[src/rtl/cmul_seq.sv]
// Sequential complex multiplier: one shared signed multiplier over 4 steps,
// valid/ready handshake on both sides.
module cmul_seq #(
  parameter int N = 12,
  parameter int M = 13
) (
  input  logic           clk,
  input  logic           rst,
  input  logic           in_valid,
  output logic           in_ready,
  input  logic [N-1:0]   a_re,
  input  logic [N-1:0]   a_im,
  input  logic [M-1:0]   b_re,
  input  logic [M-1:0]   b_im,
  output logic           out_valid,
  input  logic           out_ready,
  output logic [N+M:0]   p_re,
  output logic [N+M:0]   p_im
);

  localparam int R = N + M + 1;
  localparam int P = N + M;

  typedef enum logic [1:0] {
    S_IDLE,
    S_MUL,
    S_DONE
  } state_t;

  state_t r_state;
  state_t w_next;

  logic [1:0]   r_step;
  logic [N-1:0] r_a_re;
  logic [N-1:0] r_a_im;
  logic [M-1:0] r_b_re;
  logic [M-1:0] r_b_im;
  logic [R-1:0] r_re;
  logic [R-1:0] r_im;

  logic                w_accept;
  logic [N-1:0]        w_ma;
  logic [M-1:0]        w_mb;
  logic signed [P-1:0] w_ma_x;
  logic signed [P-1:0] w_mb_x;
  logic signed [P-1:0] w_prod;
  logic [R-1:0]        w_prod_x;

  assign w_accept = (r_state == S_IDLE) && in_valid;

  // Step selects which cross term feeds the shared multiplier.
  always_comb begin
    w_ma = r_a_re;
    w_mb = r_b_re;
    unique case (r_step)
      2'd0: begin w_ma = r_a_re; w_mb = r_b_re; end
      2'd1: begin w_ma = r_a_im; w_mb = r_b_im; end
      2'd2: begin w_ma = r_a_re; w_mb = r_b_im; end
      2'd3: begin w_ma = r_a_im; w_mb = r_b_re; end
    endcase
  end

  assign w_ma_x   = {{M{w_ma[N-1]}}, w_ma};
  assign w_mb_x   = {{N{w_mb[M-1]}}, w_mb};
  assign w_prod   = w_ma_x * w_mb_x;
  assign w_prod_x = {w_prod[P-1], w_prod};

  always_comb begin
    w_next = r_state;
    unique case (r_state)
      S_IDLE:  if (in_valid)        w_next = S_MUL;
      S_MUL:   if (r_step == 2'd3)  w_next = S_DONE;
      S_DONE:  if (out_ready)       w_next = S_IDLE;
      default:                      w_next = S_IDLE;
    endcase
  end

  always_ff @(posedge clk) begin
    if (rst) r_state <= S_IDLE;
    else     r_state <= w_next;
  end

  always_ff @(posedge clk) begin
    if (rst) begin
      r_step <= 2'd0;
      r_re   <= '0;
      r_im   <= '0;
    end else if (w_accept) begin
      r_a_re <= a_re;
      r_a_im <= a_im;
      r_b_re <= b_re;
      r_b_im <= b_im;
      r_re   <= '0;
      r_im   <= '0;
      r_step <= 2'd0;
    end else if (r_state == S_MUL) begin
      r_step <= r_step + 2'd1;
      unique case (r_step)
        2'd0: r_re <= r_re + w_prod_x;
        2'd1: r_re <= r_re - w_prod_x;
        2'd2: r_im <= r_im + w_prod_x;
        2'd3: r_im <= r_im + w_prod_x;
      endcase
    end
  end

  assign in_ready  = (r_state == S_IDLE);
  assign out_valid = (r_state == S_DONE);
  assign p_re      = r_re;
  assign p_im      = r_im;

endmodule

[config.mk]
export PLATFORM = sky130hd
export DESIGN_NAME = cmul_seq
export DESIGN_NICKNAME = d
export VERILOG_FILES = /design/src/rtl/cmul_seq.sv
export SDC_FILE = /design/constraint.sdc
export NUM_CORES = 1
export LEC_CHECK = 0
export CAP_MARGIN = 20
export CELL_PAD_IN_SITES_DETAIL_PLACEMENT = 1
export CELL_PAD_IN_SITES_GLOBAL_PLACEMENT = 1
export CORE_ASPECT_RATIO = 0.7
export CORE_MARGIN = 2
export CORE_UTILIZATION = 40
export CTS_BUF_LIST = sky130_fd_sc_hd__clkbuf_8
export CTS_CLUSTER_DIAMETER = 200
export CTS_CLUSTER_SIZE = 25
export DETAILED_ROUTE_END_ITERATION = 10
export PLACE_DENSITY_LB_ADDON = 0.1
export SLEW_MARGIN = 10
export SYNTH_ARGS = -nofsm -noshare
export SYNTH_HDL_FRONTEND = slang
export SYNTH_SLANG_ARGS = --single-unit
[constraint.sdc]
create_clock -name clk -period 12.7 [get_ports clk]
set_input_delay 1.27 -clock clk [delete_from_list [all_inputs] [get_ports clk]]
set_output_delay 1.27 -clock clk [all_outputs]
set_load 0.01 [all_outputs]
### Word-level counts from Yosys, hierarchy flattened

Index checks and enable logic that the tools add are counted.

* bits in registers: 106
* latch bits: 0
* bits in writable memories: 0
* memory bits (read-only): 0
* bits of input ports: 54
* memories kept: 0

* add/subtract/negate cells: 4
* multiply operators: 1
* div/mod/pow operators: 0
* order comparisons: 0
* eq/ne operators: 8
* shift-type cells: 0
* multiplexer cells: 7
* bitwise gates (word level): 1
* reductions and logical operators: 14

Operators by type and width (number)
* adder 26 bit: 2
* case mux 26 bit (2 select lines): 1
* case mux 13 bit (2 select lines): 1
* subtractor 26 bit: 1
* multiplier 12 x 13 -> 25 bit: 1
* case mux 12 bit (2 select lines): 1
* OR reduction 2 bit: 6
* equality test 2 bit, second input constant: 3
* 2-to-1 mux 2 bit: 3
* case mux 2 bit (3 select lines): 1
* AND reduction 2 bit: 3
* equality test 2 x 1 -> 1 bit, second input constant: 2
* zero test 2 bit: 2
* != test 2 bit, second input constant: 2
* AND reduction 3 bit: 1
* adder 2 x 1 -> 2 bit, second input constant: 1
* != test 2 x 1 -> 1 bit, second input constant: 1
* nonzero test 2 bit: 1
* logical AND 1 bit: 1
* NOT 1 bit: 1

### Longest topological paths before layout

* word-level depth: 6
* gate-level depth with buffers: 37
* depth with buffers taken out: 36

### Worst setup path before layout

No wires, ideal clock.

* path kind: reg2reg
* start point: register r_step[0]
* end point: register r_re[25], in the netlist p_re[25]
* arrival time: 8508 ps
* setup slack: 4122 ps
* cell stages (with the launch flop): 36
* path through: dfxtp_1 -> inv_1 -> ha_1 -> clkbuf_1 -> clkbuf_1 -> mux2_2 -> nand2_1 -> fa_1 -> fa_1 -> fa_1 -> inv_1 -> fa_1 -> inv_1 -> fa_1 -> inv_1 -> ha_1 -> a211oi_4 -> o21a_1 -> o31ai_2 -> a2111oi_0 -> nor3_2 -> nor4b_1 -> and3_1 -> nor2b_1 -> a31oi_1 -> xnor2_1 -> ha_1 -> nand2_1 -> nor2_1 -> a21oi_1 -> nand2_1 -> a21oi_1 -> o31ai_1 -> and3_1 -> or4_1 -> a21oi_1

* word-level cells in the longest chain between the ends: 6
* elaborated cells on any way between the ends: 16

RTL lines
* from (decl): RTL line 33 `logic [1:0] r_step;`
* from (signal assigned): RTL line 97 `r_step <= r_step + 2'd1;`
* equality test 2 bit (tied with other cells): RTL line 55 `unique case (r_step)`
* OR reduction 2 bit (no source line)
* case mux 12 bit (2 select lines) or case mux 13 bit (2 select lines) (tied branches): RTL line 55
* multiplier 12 x 13 -> 25 bit: RTL line 65 `assign w_prod = w_ma_x * w_mb_x;`
* subtractor 26 bit or adder 26 bit (tied branches): RTL line 100, 99
* case mux 26 bit (2 select lines): RTL line 98 `unique case (r_step)`
* to (signal assigned): RTL line 99 `2'd0: r_re <= r_re + w_prod_x;`
* to (signal assigned): RTL line 100 `2'd1: r_re <= r_re - w_prod_x;`
* to (decl): RTL line 38 `logic [R-1:0] r_re;`

Parallel ways exist; a longest one is shown, timed or not.
A chain may end at the register's enable or synchronous reset.

### Worst setup path in the final report

* start point: register r_step[1]
* end point: register r_re[25], in the netlist p_re[25]

The elaborated chain is that of the path after synthesis.

==> flow_metrics.py <==
metrics = {
    "synthesis": {
        "synth_fp_nets": 1734,
        "netlist_top_cells_count": "inv_1 (219), nand2_1 (184), fa_1 (150)",
        "synthCells": 1422,
        "yosysWarnings": 0,
        "synth_cell_types": 76,
        "yosysMostFrequentCell": "inv_1",
        "ys_seq_area_share_pct": 20.4,
        "synth_edf_count": 50,
        "ys_ff_latch": 106,
        "synth_flop_cell": "dfxtp_1",
        "ys_async_sr_fraction_pct": 0,
        "yosysTopAreaCell": "fa_1",
        "yosysTopAreaCellShare_pct": 23.4,
        "avgSynthCellArea_um2": 9.02,
        "synth_top_cells_by_area": "fa_1 (23%), edfxtp_1 (12%), ha_1 (11%)",
        "syn-cell-area_um2": 12800,
    },
    "sta": {
        "fin_crit_ns": 9.95,
        "tns_ns": 0,
        "fin_worst_skew_ns": 0.0169,
        "max_slew_margin_pct": 31.1,
        "grt_setup_unrepaired": "false",
        "hold_viol": 0,
        "worst_slew_pin_slew_ns": 1.03,
        "report.final.slew_viol_count": 0,
        "finalSetupViolCount": 0,
        "max_freq_mhz": 101,
        "post-route-period-util_pct": 78.3,
    },
    "final_layout": {
        "layout.nets": 1830,
        "area_growth_pct": 13.2,
        "n_antenna_cell": 0,
        "drive_above_1_share_pct": 5.26,
    },
    "cts": {
        "cts_buffers": 9,
        "cts.path.max_buffers": 2,
        "cts_root_buf": "clkbuf_8",
        "cts_tree": "yes",
        "h-tree-depth": 3,
        "clkTransAtPathRegs_ns": 0.12,
        "clock_sinks": 106,
        "post_cts_buffers": 0,
        "post_cts_resized": 0,
        "clk-insertion-delay-late_ns": 0.43,
        "cts_hold_buf": 0,
    },
    "placement": {
        "gp_congestion": 0.877,
        "numPortBuffers": 107,
        "hpwl_um": 29300,
    },
    "die": {
        "dieArea_um2": 33600,
        "ios": 108,
        "core_area_um2": 31400,
        "initial_core_util_pct": 40.9,
        "rows": 54,
        "die_h_um": 154,
        "die_w_um": 218,
    },
    "drt": {
        "dr.pass1.iters": 5,
        "post-route-drc-count": 0,
        "via_per_inst": 5.26,
        "ant_nets": 0,
        "vias": 10200,
        "first_iter_violations": 472,
        "avgRoutedWirePerCell_um": 18.1,
        "drt-total-wl_um": 35100,
    },
    "global_route": {
        "antenna_found_initial": 0,
        "grt_pass1_wl_um": 57400,
        "track_usage_pct": 21.8,
        "overflow": 0,
        "grt_pass1_vias": 10500,
        "grt_max_degree": 51,
    },
    "critical_path": {
        "worstSetupPathType": "reg -> reg",
        "startpoint_type": "flop",
        "worst_setup_path_end_kind": "flop",
        "required_ns": 13.07,
        "slowest_delay_ns": 0.72,
        "worst-path-max-fanout": 29,
        "worstPathArrival_ns": 10.32,
        "critPathSlowestCell": "mux2i_1",
        "crit_top_cell": "inv_1",
    },
    "hold_path": {
        "min_path_type": "reg -> reg",
    },
    "status": {
        "status": "complete, no violations",
    },
    "job": {
        "cap_violations": 0,
    },
}
final cells by class:
| cell class | instances | area [µm²] |
|---|---|---|
| Fill cell | 3698 | 16800 |
| Multi-Input combinational cell | 1065 | 9230 |
| Sequential cell | 106 | 2620 |
| Timing Repair Buffer | 117 | 1150 |
| Inverter | 219 | 822 |
| Tap cell | 420 | 526 |
| Clock buffer | 9 | 124 |
| Clock inverter | 6 | 51.3 |
through the flow:
step	area (µm²)	worst slack, ns	hold WS (ns)	instances	util (%)
2_1_floorplan	12800	4.12	0.436	1422	-
3_3_place_gp	14300	3.19	0.458	1926	45.7
3_5_place_dp	14300	2.77	0.469	1926	45.7
4_1_cts	14500	2.75	0.489	1941	46.3
5_1_grt	14500	2.10	0.517	1942	46.3
6_report	14500	2.75	0.481	1942	46.3
routing by layer:
metal	GRT usage (%)	share of wire (%)	routed length, µm	vias to the layer above
met3	3.84	4.2	1480	18
met5	0	0	0	-
li1	-	-	-	4888
met2	32.1	44	15400	145
met4	4.02	0.81	283	0
met1	33.6	51	18000	5171
worst max-delay path, delay by kind of cell (launching register included):
kind                     cells  cell delay [ns]
AND/OR/NAND/NOR              9             2.63
adder cells (fa/ha/maj)      8             3.13
AO/OA/AOI/OAI                8             1.96
XOR/XNOR                     1             0.14
multiplexers                 1             0.72
buffers and inverters        7             0.93
flip-flops                   1             0.38
path summary, 6_finish.rpt:
check                         startpoint               endpoint  slack, ns  cells after the start
setup / recovery  r_step[1]$_SDFFE_PP0P_  p_re[25]$_SDFFE_PP0P_       2.75                     34
hold / removal     p_im[25]$_SDFFE_PP0P_  p_im[25]$_SDFFE_PP0P_       0.48                      2
setup reg to reg  r_step[1]$_SDFFE_PP0P_  p_re[25]$_SDFFE_PP0P_       2.75                     34
hold reg to reg    p_im[25]$_SDFFE_PP0P_  p_im[25]$_SDFFE_PP0P_       0.48                      2
flip-flops by register name, summed over array words and instances, names as in the netlist:
name,count
p_im,26
p_re,26
r_a_im,12
r_a_re,12
r_b_im,13
r_b_re,13
r_state,2
r_step,2
placed cells by master, fill, tap and decap left out, drive strengths merged, types with 5 or more instances in the layout:
| cell | Yosys | routed |
|---|---|---|
| inv | 219 | 222 |
| nand2 | 185 | 185 |
| fa | 150 | 150 |
| nor2 | 119 | 119 |
| ha | 108 | 108 |
| clkdlybuf4s50 | 0 | 107 |
| a21oi | 99 | 99 |
| xnor2 | 62 | 62 |
| dfxtp | 56 | 56 |
| edfxtp | 50 | 50 |
| o21ai | 40 | 40 |
| mux2i | 28 | 28 |
| nor3 | 26 | 26 |
| nand3 | 23 | 23 |
| mux2 | 23 | 23 |
| a21o | 21 | 21 |
| nand2b | 18 | 18 |
| a211oi | 18 | 18 |
| nor2b | 14 | 14 |
| xor2 | 14 | 14 |
| o21a | 13 | 13 |
| and2 | 10 | 10 |
| buf | 3 | 10 |
| clkbuf | 29 | 9 |
| a31oi | 8 | 8 |
| and3 | 8 | 8 |
| o31ai | 8 | 8 |
| or3 | 7 | 7 |
| o2111ai | 6 | 6 |
| o21bai | 6 | 6 |
| a2111oi | 6 | 6 |
| a211o | 5 | 5 |
cells by family after synthesis:
logic type / after synthesis / synth area share, %
AO/OA/AOI/OAI: 255 / 13.4
adder cells (fa/ha/maj): 258 / 33.9
XOR/XNOR: 76 / 5.30
multiplexers: 51 / 4.23
buffers and inverters: 251 / 7.75
flip-flops: 106 / 20.4
AND/OR/NAND/NOR: 425 / 14.9
Power is left out: the tool's default activity adds up to more than one toggle a clock period on the data nets, which glitch-free logic cannot reach.
